**src/rtl/pps_seq_pkg.sv**
```systemverilog
// pps_seq_pkg
//   Shared definitions for the PPS lock sequencer: the sequencer state type
//   (with its externally visible encodings) and the function that derives the
//   missing-PPS timeout, in clock cycles, from the nominal clock rate.
//   Ports: none (package).
//   Optional build macro used by the sequencer files: PPS_SEQ_HOLDOVER_TIMER_EN.

package pps_seq_pkg;

    // Encodings are visible on o_state, so the values are fixed.
    typedef enum logic [1:0] {
        ST_IDLE     = 2'd0,
        ST_ACQUIRE  = 2'd1,
        ST_TRACK    = 2'd2,
        ST_HOLDOVER = 2'd3
    } seq_state_t;

    // A PPS edge is declared missing after one nominal second plus 1/8 s
    // of slack, measured from the last PPS.
    function automatic int miss_timeout(input int clk_hz);
        return clk_hz + clk_hz / 8;
    endfunction

endpackage

```
**src/rtl/pps_seq_timeout.sv**
```systemverilog
// pps_seq_timeout
//   Cycle counting for the PPS lock sequencer.
//   - Miss counter: cleared by every PPS, counts clock cycles otherwise and
//     saturates at the miss timeout. miss_hit is high while the current cycle
//     is the timeout-th (or later) cycle since the last PPS.
//   - Holdover seconds counter (only with PPS_SEQ_HOLDOVER_TIMER_EN defined):
//     counts CLK_HZ-cycle seconds while in_holdover is high; hold_expire
//     pulses in the last cycle of the HOLD_MAX_S-th second. Without the macro
//     hold_expire is constant 0 and no seconds counter exists.
//   Ports:
//     clk          in   clock, rising edge
//     srst         in   synchronous active-high reset
//     pps          in   PPS pulse (synchronised)
//     in_holdover  in   sequencer currently in HOLDOVER
//     miss_hit     out  miss timeout reached this cycle
//     hold_expire  out  holdover limit reached this cycle

module pps_seq_timeout
    import pps_seq_pkg::*;
#(
    parameter int CLK_HZ     = 156250000,
    parameter int HOLD_MAX_S = 3600
) (
    input  logic clk,
    input  logic srst,
    input  logic pps,
    input  logic in_holdover,
    output logic miss_hit,
    output logic hold_expire
);

    localparam int MISS_LIMIT = miss_timeout(CLK_HZ);
    localparam int MISS_W     = $clog2(MISS_LIMIT + 1);

    logic [MISS_W-1:0] miss_cnt_reg;

    // Counter value k during a cycle means that cycle is the (k+1)-th since
    // the PPS cycle, so the timeout fires at MISS_LIMIT-1.
    always_ff @(posedge clk) begin
        if (srst || pps) begin
            miss_cnt_reg <= '0;
        end else if (miss_cnt_reg != MISS_W'(MISS_LIMIT)) begin
            miss_cnt_reg <= miss_cnt_reg + 1'b1;
        end
    end

    assign miss_hit = (miss_cnt_reg >= MISS_W'(MISS_LIMIT - 1));

`ifdef PPS_SEQ_HOLDOVER_TIMER_EN
    localparam int SUB_W = $clog2(CLK_HZ + 1);
    localparam int SEC_W = $clog2(HOLD_MAX_S + 1);

    logic [SUB_W-1:0] tick_cnt_reg;
    logic [SEC_W-1:0] sec_cnt_reg;
    logic             sec_wrap;

    assign sec_wrap = (tick_cnt_reg == SUB_W'(CLK_HZ - 1));

    // Both counters restart whenever the sequencer is outside HOLDOVER, so
    // each holdover episode gets a full HOLD_MAX_S budget.
    always_ff @(posedge clk) begin
        if (srst || !in_holdover) begin
            tick_cnt_reg <= '0;
            sec_cnt_reg  <= '0;
        end else if (sec_wrap) begin
            tick_cnt_reg <= '0;
            if (sec_cnt_reg != SEC_W'(HOLD_MAX_S)) begin
                sec_cnt_reg <= sec_cnt_reg + 1'b1;
            end
        end else begin
            tick_cnt_reg <= tick_cnt_reg + 1'b1;
        end
    end

    assign hold_expire = in_holdover && sec_wrap &&
                         (sec_cnt_reg == SEC_W'(HOLD_MAX_S - 1));
`else
    logic unused_hold;
    assign unused_hold = in_holdover | (HOLD_MAX_S < 0);
    assign hold_expire = 1'b0;
`endif

endmodule

```
**src/rtl/pps_lock_sequencer.sv**
```systemverilog
// pps_lock_sequencer
//   Supervises a PPS tracking loop: qualifies the loop's phase error against
//   a lock threshold, walks IDLE -> ACQUIRE -> TRACK, drops to HOLDOVER when
//   PPS disappears, and hands the loop the coefficient set for each state.
//   All outputs are registered; an input event at cycle n shows at n+1.
//   Optional build macro: PPS_SEQ_HOLDOVER_TIMER_EN (holdover time limit;
//   without it HOLDOVER lasts until the next PPS and o_expired stays 0).
//   Ports:
//     i_clk        in   clock, rising edge
//     i_rst        in   synchronous active-high reset
//     i_pps        in   one-cycle PPS pulse, synchronised to i_clk
//     i_err_valid  in   one-cycle strobe qualifying i_err
//     i_err        in   signed phase error [ERR_W]
//     o_pcoef      out  phase coefficient [COEF_W]
//     o_fcoef      out  frequency coefficient [COEF_W]
//     o_coef_ld    out  one-cycle pulse, coefficients changed
//     o_freeze     out  hold loop frequency word
//     o_state      out  state encoding [2]
//     o_locked     out  loop locked
//     o_holdover   out  PPS lost, coasting on last frequency
//     o_expired    out  holdover limit reached (sticky until PPS or reset)

module pps_lock_sequencer
    import pps_seq_pkg::*;
#(
    parameter int CLK_HZ      = 156250000,
    parameter int ERR_W       = 32,
    parameter int COEF_W      = 8,
    parameter int LOCK_THRESH = 1000,
    parameter int LOCK_COUNT  = 8,
    parameter int LOSE_COUNT  = 3,
    parameter int ACQ_PCOEF   = 6,
    parameter int ACQ_FCOEF   = 12,
    parameter int TRK_PCOEF   = 10,
    parameter int TRK_FCOEF   = 20,
    parameter int HOLD_MAX_S  = 3600
) (
    input  logic                    i_clk,
    input  logic                    i_rst,
    input  logic                    i_pps,
    input  logic                    i_err_valid,
    input  logic signed [ERR_W-1:0] i_err,
    output logic [COEF_W-1:0]       o_pcoef,
    output logic [COEF_W-1:0]       o_fcoef,
    output logic                    o_coef_ld,
    output logic                    o_freeze,
    output logic [1:0]              o_state,
    output logic                    o_locked,
    output logic                    o_holdover,
    output logic                    o_expired
);

    localparam int CNT_MAX = (LOCK_COUNT > LOSE_COUNT) ? LOCK_COUNT : LOSE_COUNT;
    localparam int CNT_W   = $clog2(CNT_MAX + 1);
    localparam int ABS_W   = ERR_W + 1;

    localparam logic [COEF_W-1:0] ACQ_P  = COEF_W'(ACQ_PCOEF);
    localparam logic [COEF_W-1:0] ACQ_F  = COEF_W'(ACQ_FCOEF);
    localparam logic [COEF_W-1:0] TRK_P  = COEF_W'(TRK_PCOEF);
    localparam logic [COEF_W-1:0] TRK_F  = COEF_W'(TRK_FCOEF);
    localparam logic [ABS_W-1:0]  THRESH = ABS_W'(LOCK_THRESH);

    // ---------------- error qualification ----------------
    // Magnitude is taken one bit wider so the most-negative input cannot
    // wrap; that value is still forced out of bound explicitly.
    logic signed [ABS_W-1:0] err_ext;
    logic [ABS_W-1:0]        err_abs;
    logic                    err_is_min;
    logic                    err_in_bound;

    assign err_ext      = {i_err[ERR_W-1], i_err};
    assign err_abs      = err_ext[ABS_W-1] ? ABS_W'(-err_ext) : ABS_W'(err_ext);
    assign err_is_min   = i_err[ERR_W-1] && (i_err[ERR_W-2:0] == '0);
    assign err_in_bound = !err_is_min && (err_abs < THRESH);

    // ---------------- registers ----------------
    seq_state_t        state_reg, state_next;
    logic [COEF_W-1:0] pcoef_reg, pcoef_next;
    logic [COEF_W-1:0] fcoef_reg, fcoef_next;
    logic              coef_ld_reg, coef_ld_next;
    logic              freeze_reg, freeze_next;
    logic              locked_reg, locked_next;
    logic              holdover_reg, holdover_next;
    logic              expired_reg, expired_next;
    logic [CNT_W-1:0]  good_reg, good_next;
    logic [CNT_W-1:0]  bad_reg, bad_next;

    logic miss_hit;
    logic hold_expire;

    pps_seq_timeout #(
        .CLK_HZ     (CLK_HZ),
        .HOLD_MAX_S (HOLD_MAX_S)
    ) u_timeout (
        .clk         (i_clk),
        .srst        (i_rst),
        .pps         (i_pps),
        .in_holdover (state_reg == ST_HOLDOVER),
        .miss_hit    (miss_hit),
        .hold_expire (hold_expire)
    );

    always_ff @(posedge i_clk) begin
        if (i_rst) begin
            state_reg    <= ST_IDLE;
            pcoef_reg    <= ACQ_P;
            fcoef_reg    <= ACQ_F;
            coef_ld_reg  <= 1'b0;
            freeze_reg   <= 1'b0;
            locked_reg   <= 1'b0;
            holdover_reg <= 1'b0;
            expired_reg  <= 1'b0;
            good_reg     <= '0;
            bad_reg      <= '0;
        end else begin
            state_reg    <= state_next;
            pcoef_reg    <= pcoef_next;
            fcoef_reg    <= fcoef_next;
            coef_ld_reg  <= coef_ld_next;
            freeze_reg   <= freeze_next;
            locked_reg   <= locked_next;
            holdover_reg <= holdover_next;
            expired_reg  <= expired_next;
            good_reg     <= good_next;
            bad_reg      <= bad_next;
        end
    end

    always_comb begin
        state_next    = state_reg;
        pcoef_next    = pcoef_reg;
        fcoef_next    = fcoef_reg;
        coef_ld_next  = 1'b0;
        freeze_next   = freeze_reg;
        locked_next   = locked_reg;
        holdover_next = holdover_reg;
        expired_next  = expired_reg;
        good_next     = good_reg;
        bad_next      = bad_reg;

        // Transition decision. A PPS in the same cycle as the miss timeout
        // wins (the timer is being cleared); the timeout wins over a strobe.
        case (state_reg)
            ST_IDLE: begin
                if (i_pps) state_next = ST_ACQUIRE;
            end
            ST_ACQUIRE: begin
                if (miss_hit && !i_pps) begin
                    state_next = ST_HOLDOVER;
                end else if (i_err_valid) begin
                    if (!err_in_bound) begin
                        good_next = '0;
                    end else if (good_reg == CNT_W'(LOCK_COUNT - 1)) begin
                        state_next = ST_TRACK;
                    end else begin
                        good_next = good_reg + 1'b1;
                    end
                end
            end
            ST_TRACK: begin
                if (miss_hit && !i_pps) begin
                    state_next = ST_HOLDOVER;
                end else if (i_err_valid) begin
                    if (err_in_bound) begin
                        bad_next = '0;
                    end else if (bad_reg == CNT_W'(LOSE_COUNT - 1)) begin
                        state_next = ST_ACQUIRE;
                    end else begin
                        bad_next = bad_reg + 1'b1;
                    end
                end
            end
            default: begin  // ST_HOLDOVER
                if (i_pps) begin
                    state_next = ST_ACQUIRE;
                end else if (hold_expire) begin
                    state_next = ST_IDLE;
                end
            end
        endcase

        // Entry actions, shared by every path into a given state.
        if (state_next != state_reg) begin
            good_next = '0;
            bad_next  = '0;
            case (state_next)
                ST_ACQUIRE: begin
                    pcoef_next    = ACQ_P;
                    fcoef_next    = ACQ_F;
                    coef_ld_next  = 1'b1;
                    locked_next   = 1'b0;
                    freeze_next   = 1'b0;
                    holdover_next = 1'b0;
                    expired_next  = 1'b0;
                end
                ST_TRACK: begin
                    pcoef_next   = TRK_P;
                    fcoef_next   = TRK_F;
                    coef_ld_next = 1'b1;
                    locked_next  = 1'b1;
                end
                ST_HOLDOVER: begin
                    freeze_next   = 1'b1;
                    holdover_next = 1'b1;
                    locked_next   = 1'b0;
                end
                default: begin  // ST_IDLE, reachable only by holdover expiry
                    expired_next  = 1'b1;
                    freeze_next   = 1'b0;
                    holdover_next = 1'b0;
                    locked_next   = 1'b0;
                end
            endcase
        end
    end

    assign o_state    = state_reg;
    assign o_pcoef    = pcoef_reg;
    assign o_fcoef    = fcoef_reg;
    assign o_coef_ld  = coef_ld_reg;
    assign o_freeze   = freeze_reg;
    assign o_locked   = locked_reg;
    assign o_holdover = holdover_reg;
`ifdef PPS_SEQ_HOLDOVER_TIMER_EN
    assign o_expired  = expired_reg;
`else
    assign o_expired  = 1'b0;
`endif

endmodule

```
**config.mk**
```make
export PLATFORM = sky130hd
export DESIGN_NAME = pps_lock_sequencer
export DESIGN_NICKNAME = d
export VERILOG_FILES = /design/src/rtl/pps_seq_pkg.sv /design/src/rtl/pps_seq_timeout.sv /design/src/rtl/pps_lock_sequencer.sv
export SDC_FILE = /design/constraint.sdc
export NUM_CORES = 1
export LEC_CHECK = 0
export ABC_AREA = 1
export CAP_MARGIN = 30
export CORE_ASPECT_RATIO = 1.2
export CORE_MARGIN = 5
export CORE_UTILIZATION = 30
export CTS_BUF_LIST = sky130_fd_sc_hd__clkbuf_8
export DETAILED_ROUTE_END_ITERATION = 6
export PLACE_DENSITY = 0.57
export SYNTH_ARGS = -nofsm -noshare
export SYNTH_HDL_FRONTEND = slang
export SYNTH_SLANG_ARGS = --single-unit
```
**constraint.sdc**
```tcl
create_clock -name i_clk -period 3.27 [get_ports i_clk]
set_clock_uncertainty 0.15 [all_clocks]
set_input_delay 0.8175 -clock i_clk [delete_from_list [all_inputs] [get_ports i_clk]]
set_output_delay 0.8175 -clock i_clk [all_outputs]
set_load 0.02 [all_outputs]
```
After elaboration in Yosys (flattened, before gate mapping):

Index checks and enable logic that the tools add are counted.

* output and inout bits: 23
* RAM bits: 0
* register bits after elaboration: 57
* ROM bits: 0
* bits in latches: 0
* memories kept: 0
* word-level logic and storage cells: 64

* multiply operators: 0
* reduce and logical (&&, ||, !) cells: 15
* add/sub/neg operators: 4
* divide/modulo/power cells: 0
* magnitude comparators: 2
* bitwise operators: 3
* equal/unequal tests: 11
* shift operators: 0
* muxes and demuxes: 20

Operators with widths (count)
* $lt 33x10->1 const B: 1
* $mux 33: 1
* $neg 32->33: 1
* $pmux 8 s2: 2
* $logic_not 31->1: 1
* $add 28x1->28 const B: 1
* $ge 28x28->1 const B: 1
* $ne 28x28->1 const B: 1
* $mux 2: 9
* $mux 4: 4
* $add 4x1->4 const B: 2
* $reduce_and 4->1: 2
* $eq 2x2->1 const B: 3
* $reduce_or 2->1: 3
* $eq 2x1->1 const B: 2
* $eq 4x2->1 const B: 1
* $eq 4x3->1 const B: 1
* $ne 2x2->1 const B: 2
* $pmux 2 s2: 1
* $reduce_and 2->1: 2
* $logic_and 1x1->1: 3
* $not 1->1: 3
* $logic_not 1->1: 2
* $mux 1: 2
* 4 further kinds: 4

Longest topological paths before layout:

* word-level depth: 11
* mapped depth: 25

Cells and area by module:

A second synthesis with hierarchy kept.

* cells, all modules: 731
* area, all modules: 4121.5 um^2

By module, submodules not included
* pps_lock_sequencer: cells an instance 429, seq. area each 300.3 um^2, times used 1, area an instance 2297.2 um^2
* pps_seq_timeout: cells an instance 302, seq. area each 560.5 um^2, times used 1, area an instance 1824.2 um^2

Worst setup path after synthesis:

OpenSTA, ideal clock, no wires.

* path kind: input-to-reg
* start point: input port i_err[31]
* end point: register fcoef_reg[4], in the netlist o_fcoef[4]
* data required time: 3.050 ns
* path buffers: 2
* slack: 0.157 ns
* arrival time: 2.893 ns
* cell stages on the path: 19
* cells stage by stage: buf_4 -> clkbuf_1 -> nand2_1 -> nand2_1 -> nand2_1 -> nor2_1 -> nand2_1 -> nor2_2 -> nand3_2 -> nor2_4 -> nand3_1 -> a21oi_1 -> nand2_1 -> nand2_1 -> nand2_1 -> ha_1 -> nand2_2 -> nand2_1 -> a21oi_1

* word-level cells in the longest chain between the ends: 11
* elaborated cells on any way between the ends: 19
* classes of those cells: 1 x add/sub; 1 x order compare; 3 x eq/ne; 9 x mux; 5 x reduce/logical

RTL lines
* start: declaration: RTL line pps_lock_sequencer.sv:42 `input logic signed [ERR_W-1:0] i_err,`
* $neg 32->33: RTL line pps_lock_sequencer.sv:72 `assign err_abs = err_ext[ABS_W-1] ? ABS_W'(-err_ext) : ABS_W'(err_ext);`
* $mux 33: RTL line pps_lock_sequencer.sv:72
* $lt 33x10->1: RTL line pps_lock_sequencer.sv:74 `assign err_in_bound = !err_is_min && (err_abs < THRESH);`
* $logic_and 1x1->1 (*): RTL line pps_lock_sequencer.sv:74
* $mux 2 (on tied branches): RTL line pps_lock_sequencer.sv:164, pps_lock_sequencer.sv:151
* $mux 2 (on tied branches): RTL line pps_lock_sequencer.sv:163, pps_lock_sequencer.sv:150
* $mux 2 (on tied branches): RTL line pps_lock_sequencer.sv:161, pps_lock_sequencer.sv:148
* $pmux 2 s2 (*): RTL line pps_lock_sequencer.sv:143 `case (state_reg)`
* $eq 2x2->1 / $eq 2x1->1 (equally long branches): RTL line pps_lock_sequencer.sv:186 `case (state_next)`
* $reduce_bool 2->1 (no source line)
* $reduce_and 2->1 (no source line)
* end signal: assignment: RTL line pps_lock_sequencer.sv:118 `fcoef_reg <= fcoef_next;`
* end: declaration: RTL line pps_lock_sequencer.sv:79 `logic [COEF_W-1:0] fcoef_reg, fcoef_next;`

Mark *: on every way between the ends. The rest lies on a longest branch, timed or not. The select of a mux whose other input is x is not followed.
A chain may end at the register's enable or synchronous reset.

Final worst setup path:

* start point: input port i_err[6]
* end point: register fcoef_reg[4], in the netlist o_fcoef[4]

* word-level cells in the longest chain between the ends: 11
* elaborated cells on any way between the ends: 20
* classes of those cells: 1 x add/sub; 1 x order compare; 3 x eq/ne; 9 x mux; 6 x reduce/logical

RTL lines (RTL line)
* $neg 32->33 / $logic_not 31->1 (equally long branches): pps_lock_sequencer.sv:72, pps_lock_sequencer.sv:73
* $mux 33 / $logic_and 1x1->1 (equally long branches): pps_lock_sequencer.sv:72, pps_lock_sequencer.sv:73
* $lt 33x10->1 / $logic_not 1->1 (equally long branches): pps_lock_sequencer.sv:74
* $logic_and 1x1->1 (*): pps_lock_sequencer.sv:74
* $mux 2 (on tied branches): pps_lock_sequencer.sv:164, pps_lock_sequencer.sv:151
* $mux 2 (on tied branches): pps_lock_sequencer.sv:163, pps_lock_sequencer.sv:150
* $mux 2 (on tied branches): pps_lock_sequencer.sv:161, pps_lock_sequencer.sv:148
* $pmux 2 s2 (*): pps_lock_sequencer.sv:143
* $eq 2x2->1 / $eq 2x1->1 (equally long branches): pps_lock_sequencer.sv:186
* $reduce_bool 2->1 (no source line)
* $reduce_and 2->1 (no source line)

Marks and branches as above.

==> summary.txt <==
Run status
  – Status: finished clean

Setup path
  – Worst-path maximum fanout: 4
  – Crit path kind: input pin to flop
  – CP Capture Type: flop
  – Worst reg-to-reg path cell count: 18
  – Slowest cell on crit path: ha_4
  – CP cell instances: buf_2 -> nor2_4 -> nand2_2 -> nand2_2 -> nand2_4 -> nor2_4 -> buf_4 -> nand3b_1 -> nand2_1 -> nand2_1 -> nor2_2 -> nand3_2 -> nor2_4 -> nand3_2 -> a21oi_2 -> nand2_2 -> nand2_2 -> nand2_4 -> ha_4 -> nand3_1 -> a21oi_1
  – Worst EP required: about 3.4 ns
  – Max incr delay on CP: 0.29 ns
  – Critical Path AT: 3.20 ns
  – Worst reg2reg setup slack: ~0.6 ns
  – R2r endpoint: o_fcoef[4]
  – Top cell by count, worst path: nand2_2
  – Startpoint types: input pin
  – Reg-to-Reg Start: u_timeout.miss_cnt_reg[0]

Synth
  – Post-synthesis cell type count: 34
  – Predominant post-synthesis flop cell: dfxtp_1
  – Post-synthesis sequential area ratio: 0.2263
  – Cells after synthesis: 650
  – Mean Syn Cell Area: ~6 sq um
  – Syn. warnings: 0
  – Ys async rst share: 0
  – EDFF count, synth: 0
  – Mapped cell area: around 0.0038 sq mm
  – #FFs+latches synth: 43

Route
  – Vias per cell: 4.759
  – DRC: 0
  – DRT iter0 DRCs: 182
  – Vias: 4388
  – Drt pass-1 iters: 4
  – Detailed-route wire length per cell: 11.73 microns
  – Final wirelength: roughly 11000 microns
  – Final ANT Viol Nets: 0

Floorplan
  – Die Height: about 130 microns
  – DIE WIDTH: 112.8 microns
  – Die area: 0.01504 sq mm
  – CORE AREA: 0.01256 sq mm
  – Initial Utilization: 0.3029
  – I/O Pins: 59
  – Site Rows: between 40 and 50

Finish
  – Max FFs per register: 28
  – Final #Nets: between 800 and 900
  – Area Growth Syn to Fin: 39.01%
  – Util after Layout: 0.4211
  – Ant diodes: 0
  – Share of layout cells above drive strength 1: 0.2968
  – Commonest non-fill, non-tap cell in the layout: nand2_1
  – Most frequent cells in the layout: nand2_1, inv_1, buf_4, nor2_1, nand3_1

STA
  – Final worst slack: approximately 0.15 ns
  – Max-slew violation count: 0
  – # setup viols final: 0
  – Post-route clock period utilization: 0.9530
  – Max Clk Rate: 0.3209 GHz
  – Final Hold Viols: 0
  – Crit path time final: slightly above 3 ns

Pwr
  – Tot Pwr: 0.001320 W
  – P per Cell Area: 249.6 mW/mm^2
  – Worst IR Drop VDD: 0.0002158 V
  – LEAKAGE: around 2.3 nW

Clocking
  – CTS root buffer: clkbuf_8
  – Sink Count: 43
  – Post-CTS Hold Fix Bufs: 0
  – CTS H-tree depth: 2
  – Maximum clock path buffer count: 2
  – Worst-path clk slew: approximately 0.080 ns
  – Clk_lat worst skew: 0.31 ns
  – CTS tree: built
  – Num CTS Buffers: 5

Job
  – # Max-Cap Violations: 0

GRT
  – Vias in the first global route: 4175
  – First-pass GRT wire length: about 18000 microns
  – Initial antenna violation count: 0
  – Total GRT Usage: 0.1380
  – Largest net degree at the start of global routing: 28
  – Gr ovfl total: 0

Place
  – Post-DP HPWL: 8603 microns
  – Final Wtd Congestion: around 0.95
  – Buffers on Ports: 45
  – Pre-CTS setup slack: -0.6845 ns

Worst hold path
  – Hold Crit Class: flop to flop
  – Worst hold start: u_timeout.miss_cnt_reg[13]
  – Hold Crit Depth: 2
  – Hold endpoint: u_timeout.miss_cnt_reg[13]
-- layout make-up --
cell class / instances / area [sq um]
sequential: 43 / 860.8
clock inverter: 3 / 16.27
clock buffer: 5 / 68.82
fill: 1318 / 7268
tap: 164 / 205.2
multi-input combinational: 512 / 2912
timing repair buffer: 112 / 913.4
inverter: 83 / 311.5
-- stage by stage --
step / hold WS [ns] / setup TNS [ns] / cells / instance area, sq um
detailed placement: 0.3100 / -7.923 / 897 / 4730
CTS: 0.3234 / 0 / 914 / 4971
finish: 0.3168 / 0 / 922 / 5288
floorplan: 0.2845 / 0 / 661 / 3845
global placement: 0.3033 / -7.017 / 897 / 4730
global route: 0.3502 / -0.002395 / 922 / 5288
-- power breakdown --
part           switching (W)  internal [W]  leakage [nW]
logic               0.000253      0.000187          1.88
clock network       0.000195      0.000146        0.0453
registers         0.00000719      0.000532         0.347
total               0.000455      0.000865          2.27
-- critical path: cells and delay by family --
kind / cells / cell delay (ns)
AO/OA/AOI/OAI: 2 / 0.28
adder cells (fa/ha/maj): 1 / 0.29
buffers and inverters: 2 / 0.29
AND/OR/NAND/NOR: 16 / 1.54
-- synthesized netlist by cell type, types with 2 or more instances --
master	n	area share
a21oi_1	31	0.041
buf_4	19	0.038
clkbuf_1	3	0.0030
conb_1	2	0.0020
dfxtp_1	43	0.23
ha_1	11	0.036
inv_1	82	0.081
nand2_1	179	0.18
nand2_2	15	0.025
nand2_4	4	0.012
nand3_1	56	0.074
nand3_2	2	0.0053
nand3b_1	9	0.018
nand4_1	17	0.028
nor2_1	89	0.088
nor2_2	11	0.018
nor2_4	8	0.024
nor3_1	19	0.025
nor3b_1	3	0.0059
nor4_1	3	0.0049
o21ai_0	24	0.032
o21ai_1	4	0.0053
xnor2_1	2	0.0046
xor2_1	4	0.0092
-- metal layers --
layer | track usage | routed length, microns | vias up
met5 | 0 | 0 | -
met2 | 0.2619 | 5610 | 110
met3 | 0.01590 | 396 | 27
met1 | 0.1538 | 4445 | 1982
met4 | 0.05611 | 365 | 0
li1 | - | - | 2269
-- what timing repair did --
item,CTS,global route
pin swaps,38,85
resized for setup,78,138
setup buffers,9,8
endpoints found under the setup margin,14,14
-- logic make-up after synthesis --
group           Yosys count  share of synthesized area
compound gates           64                    0.08816
other cells               2                   0.001974
xor+xnor                  6                    0.01382
simple gates            418                     0.5099
fa+ha+maj                11                    0.03618
flops                    43                     0.2263
buf+inv                 106                     0.1237
-- worst max-delay path by stage --
stage,depth (start not counted),end,from,slack (ns)
finish,21,o_fcoef[4],i_err[6],0.15
global route,24,o_holdover,i_err[3],-0.002
CTS,21,o_fcoef[3],i_err[1],0.004
detailed placement,24,o_fcoef[3],i_err[3],-0.68
global placement,24,o_fcoef[4],i_err[3],-0.61
floorplan,19,o_fcoef[4],i_err[31],0.16
Power figures use the tool's default switching activity.
